`config.mk`:
```
export PLATFORM = sky130hd
export DESIGN_NAME = wide_alu_result_streamer
export DESIGN_NICKNAME = d
export VERILOG_FILES = /design/src/rtl/wide_alu_result_streamer.sv
export SDC_FILE = /design/constraint.sdc
export NUM_CORES = 1
export LEC_CHECK = 0
export BUFFER_PORTS_ARGS = -buffer_cell sky130_fd_sc_hd__buf_2
export CAP_MARGIN = 20
export CORE_UTILIZATION = 40
export CTS_CLUSTER_SIZE = 10
export DETAILED_ROUTE_END_ITERATION = 7
export SYNTH_ARGS = -nofsm -noshare
export SYNTH_HDL_FRONTEND = slang
export SYNTH_SLANG_ARGS = --single-unit
```
`constraint.sdc`:
```
create_clock -name clk_i -period 33.7 [get_ports clk_i]
set_input_delay 3.37 -clock clk_i [delete_from_list [all_inputs] [get_ports clk_i]]
set_output_delay 3.37 -clock clk_i [all_outputs]
set_load 0.1 [all_outputs]
```
`src/rtl/wide_alu_result_streamer.sv`:
```
// Captures each completed wide-ALU result into a shadow register and drains it
// as LSB-first beats over valid/ready, so the ALU can start its next operation.
package wide_alu_pkg;
    typedef enum logic [1:0] {
        IDLE           = 2'd0,
        PENDING        = 2'd1,
        ERROR_OPCODE   = 2'd2,
        ERROR_OVERFLOW = 2'd3
    } status_e;
endpackage

module wide_alu_result_streamer #(
    parameter int RESULT_WIDTH = 512,
    parameter int BEAT_WIDTH   = 32,
    parameter int TAG_WIDTH    = 8,
    localparam int NUM_BEATS   = RESULT_WIDTH / BEAT_WIDTH,
    localparam int IDX_W       = (NUM_BEATS > 1) ? $clog2(NUM_BEATS) : 1
) (
    input  logic                    clk_i,
    input  logic                    rst_i,
    input  wide_alu_pkg::status_e   alu_status_i,
    input  logic [RESULT_WIDTH-1:0] alu_result_i,
    output logic [BEAT_WIDTH-1:0]   beat_data_o,
    output logic                    beat_valid_o,
    input  logic                    beat_ready_i,
    output logic                    beat_last_o,
    output logic [IDX_W-1:0]        beat_idx_o,
    output logic [TAG_WIDTH-1:0]    beat_tag_o,
    output logic                    busy_o,
    output logic                    overrun_o,
    output logic [TAG_WIDTH-1:0]    drop_cnt_o,
    input  logic                    clear_overrun_i
);

    typedef enum logic {S_IDLE, S_STREAM} state_e;

    function automatic logic [TAG_WIDTH-1:0] sat_inc(input logic [TAG_WIDTH-1:0] v);
        return (&v) ? v : v + 1'b1;
    endfunction

    state_e                                r_state;
    state_e                                w_state_nxt;
    wide_alu_pkg::status_e                 r_prev_status;
    logic [NUM_BEATS-1:0][BEAT_WIDTH-1:0]  r_shadow;
    logic [IDX_W-1:0]                      r_idx;
    logic [TAG_WIDTH-1:0]                  r_tag;
    logic [TAG_WIDTH-1:0]                  r_next_tag;
    logic                                  r_overrun;
    logic [TAG_WIDTH-1:0]                  r_drop_cnt;

    logic w_complete;
    logic w_xfer;
    logic w_last;
    logic w_cap_ok;
    logic w_capture;
    logic w_drop;

    assign w_complete = (r_prev_status == wide_alu_pkg::PENDING) &&
                        (alu_status_i == wide_alu_pkg::IDLE);
    assign w_xfer     = (r_state == S_STREAM) && beat_ready_i;
    assign w_last     = (r_idx == IDX_W'(NUM_BEATS - 1));
    // The final beat leaving this cycle frees the shadow for a back-to-back capture.
    assign w_cap_ok   = (r_state == S_IDLE) || (w_xfer && w_last);
    assign w_capture  = w_complete && w_cap_ok;
    assign w_drop     = w_complete && !w_cap_ok;

    always_comb begin
        w_state_nxt = r_state;
        case (r_state)
            S_IDLE:   if (w_capture) w_state_nxt = S_STREAM;
            S_STREAM: if (w_xfer && w_last && !w_capture) w_state_nxt = S_IDLE;
            default:  w_state_nxt = S_IDLE;
        endcase
    end

    always_ff @(posedge clk_i or posedge rst_i) begin
        if (rst_i) begin
            r_state       <= S_IDLE;
            r_prev_status <= wide_alu_pkg::IDLE;
            r_shadow      <= '0;
            r_idx         <= '0;
            r_tag         <= '0;
            r_next_tag    <= '0;
        end else begin
            r_state       <= w_state_nxt;
            r_prev_status <= alu_status_i;
            if (w_capture) begin
                r_shadow   <= alu_result_i;
                r_tag      <= r_next_tag;
                r_next_tag <= r_next_tag + 1'b1;
                r_idx      <= '0;
            end else if (w_xfer) begin
                r_idx      <= w_last ? '0 : r_idx + 1'b1;
            end
        end
    end

    // A drop coinciding with a clear restarts the count at one.
    always_ff @(posedge clk_i or posedge rst_i) begin
        if (rst_i) begin
            r_overrun  <= 1'b0;
            r_drop_cnt <= '0;
        end else if (w_drop) begin
            r_overrun  <= 1'b1;
            r_drop_cnt <= sat_inc(clear_overrun_i ? '0 : r_drop_cnt);
        end else if (clear_overrun_i) begin
            r_overrun  <= 1'b0;
            r_drop_cnt <= '0;
        end
    end

    assign beat_valid_o = (r_state == S_STREAM);
    assign busy_o       = (r_state == S_STREAM);
    assign beat_last_o  = (r_state == S_STREAM) && w_last;
    assign beat_data_o  = (r_state == S_STREAM) ? r_shadow[r_idx] : '0;
    assign beat_idx_o   = r_idx;
    assign beat_tag_o   = r_tag;
    assign overrun_o    = r_overrun;
    assign drop_cnt_o   = r_drop_cnt;

endmodule

```
==> metrics <==
run status=finished, final reports clean; Slew headroom=between 15 and 20%; HP Class=reg2reg; CTS sink cnt=544; vias in the first global route=21,284; First-pass DRT Iterations=5; P_leak=roughly 17 nW; post-route setup TNS=0 ns; Synth-to-Final Area Change=21.6%; Peak VDD IR=0.0630 mV; Post-Place Cells=3,896; Bufs on Longest Clock Path=3; Mapped Nets=3,216; library cells used by synthesis=41; sw power=1.16 mW; # Post-CTS Setup Buffers=0; crit end category=output pin; Cells after Synth=2,696; Final Hold Fails=0; post-route cell area=0.0299 mm^2; delay-heaviest family, CP=buffers and inverters; Layout Nets=3,707; maximum capacitance violations=0; crit start category=flip-flop; Area after DPL=0.0279 mm^2; Antenna Nets Post-Route=0; compound-gate portion of the synthesized area=roughly 4.2%; fraction of registers with async set/reset=100%; layout cells sized above 1=27.5%; DRT iter0 DRCs=1,896; Worst-Skew Late Latency=0.60 ns; drt via density=around 5.2; multiplexer share of the synthesized area=roughly an eighth; first-pass GRT wire length=about 130,000 um; Detailed Place HPWL=between 50,000 and 60,000 um; worst-margin pin slew=1.21 ns; main combinational cell family by area after synthesis=simple AND/OR/NAND/NOR gates; GP Congestion=0.913; Worst EP arrival=4.02 ns; critical path type=reg2out; Final min period=7.39 ns; Die Y=about 250 um; Crit Path Max Fanout=47; syn_area_per_cell=9.13 um^2; Fillers=5,844; EDFF count, synth=0; RSZ-0062 raised after global routing=no; input/output buffers=573; Mapped Area=0.0246 mm^2; switching part of the total=40.7%; Post-Synth XOR/XNOR Area=0.285%; origin of the worst setup path=beat_idx_o[1]; post-route clock period utilization=21.9%; Vias=20,813; clock-pin slew on the worst setup and hold paths=0.06 ns; clock buffer count from CTS=66; post-synthesis adder-cell area fraction=0.102%; cells along the critical path=buf_4, mux4_2, a22oi_1, o31ai_1, buf_2; die width=250 um; CTS resizes=0; Top FF cell, synth=dfrtp_1; Layout Cells excl Fill=3,994; register share of total power=39.1%; max frequency=135 MHz; leading area contributor after synthesis=dfrtp_1; count leader, synth=nand2_1; top-area cell type share of the netlist area=a little under three fifths; CTS tree=done; Final Max Slew Viols=0; Synth Area in Simple Gates=25.0%; GRT Total Usage=26.3%; setup violators final=0; Worst Path Buf+Inv=2; synth top area cells=dfrtp_1 55%, nand2_1 24%, mux2_2 5.9%; Wirelength per Cell=20.7 um; number of core rows=90; DP Worst Slack=around 26 ns; hold bufs inserted after CTS=0; number of synthesis warnings=0; commonest cells in the netlist=1,575 x nand2_1, 544 x dfrtp_1, 128 x mux2_2; Worst EP required=30.33 ns; final wirelength=82,800 um; initial core utilization=40.6%; Critical Path Max Stage Delay=approximately 0.86 ns; internal power=1.70 mW; Die Area=0.0625 mm^2; worst r2r src=beat_idx_o[0]; initial antenna violation count=5; Post-route DRC=0; pin count of the biggest net entering global routing=240; Root Driver=clkbuf_16; Critical-path top delay cell=buf_4; Power per Cell Area=95.6 mW/mm^2; post-synthesis sequential element count=544; setup ws final=26.31 ns; hold_sp=r_shadow[228]; # H-tree levels=3; Comb power frac=a little under two fifths; Seq/Total Area, Yosys=55.3%; I/O pins=approximately 570; Hold WS=0.466 ns; skew final=0.0241 ns; Overflow after GRT=0; clock share of power=22.5%; Core ar.=approximately 0.06 mm^2
[per-stage QoR]
step	total power, mW	utilization [%]
2_1_floorplan	1.92	-
3_3_place_gp	2.20	46.0
3_5_place_dp	2.23	46.1
4_1_cts	2.88	49.2
5_1_grt	3.02	49.4
6_report	2.86	49.4
[cells by family after synthesis]
logic type,Yosys count
xor gates and xnor gates,8
adders and majority gates,2
buffers and inverters,179
muxes,193
and+or+nand+nor,1617
DFF,544
AOI/OAI and AO/OA,153
[cell usage in the layout (no fill, tap or decap), types with 4 or more instances in the layout]
| cell | netlist | final |
|---|---|---|
| o21ai_0 | 6 | 6 |
| buf_2 | 103 | 573 |
| buf_16 | 0 | 5 |
| nor2_1 | 7 | 6 |
| xnor2_1 | 4 | 4 |
| a22oi_1 | 32 | 32 |
| xor2_1 | 4 | 4 |
| mux4_2 | 64 | 64 |
| o22ai_1 | 64 | 64 |
| clkbuf_1 | 65 | 14 |
| nor3_1 | 8 | 8 |
| nand2_1 | 1575 | 1574 |
| clkbuf_8 | 0 | 5 |
| clkbuf_16 | 0 | 69 |
| dfrtp_1 | 544 | 541 |
| a21oi_1 | 5 | 5 |
| nand3_1 | 9 | 9 |
| mux2_2 | 128 | 128 |
| inv_1 | 5 | 4 |
| buf_4 | 2 | 16 |
| o31ai_1 | 32 | 32 |
[registers in the layout, indices dropped and copies added, names as in the netlist]
name,flops
beat_tag_o,8
beat_idx_o,4
r_shadow,512
beat_valid_o,1
r_prev_status,2
drop_cnt_o,8
r_next_tag,8
overrun_o,1
[final timing paths]
path	end	slack (ns)	cells after the start
setup / recovery	beat_data_o[15]	26.31	5
hold / removal	r_shadow[228]	0.47	2
setup reg to reg	r_shadow[39]	28.94	9
hold reg to reg	r_shadow[228]	0.47	2
max in group asynchronous	r_shadow[429]	28.80	5
min in group asynchronous	r_shadow[28]	2.85	2
[worst min-delay path: stages, from the launching register on]
cell,delay [ns]
dfrtp_1,0.33
nand2_1,0.05
nand2_1,0.05
[power groups by stage]
| stage | registers (mW) | logic [mW] | clock network [mW] |
|---|---|---|---|
| final | 1.12 | 1.10 | 0.644 |
| after global routing | 1.15 | 1.19 | 0.683 |
| after CTS | 1.12 | 1.11 | 0.657 |
| after detailed placement | 1.13 | 1.10 | 0 |
| after global placement | 1.12 | 1.07 | 0 |
| after floorplan | 1.07 | 0.850 | 0 |
[cell type report]
class / count / area, um^2 / area share [%]
Clock inverter: 3 / 22.5 / 0.0753
Clock buffer: 88 / 1850 / 6.18
Multi-Input combinational cell: 1973 / 10200 / 34.2
Timing Repair Buffer: 597 / 3190 / 10.6
Antenna cell: 2 / 5.00 / 0.0167
Inverter: 5 / 26.3 / 0.0878
Tap cell: 782 / 978 / 3.27
Sequential cell: 544 / 13600 / 45.5
[metal layers]
metal / vias to the layer above / GRT usage (%) / part of all wire (%)
met3: 127 / 4.99 / 6.3
li1: 9645 / - / -
met4: 6 / 8.19 / 2.9
met1: 10269 / 37.5 / 45
met5: - / 0 / 0.047
met2: 766 / 40.6 / 45
No activity file was read; power rests on OpenSTA's default activity.
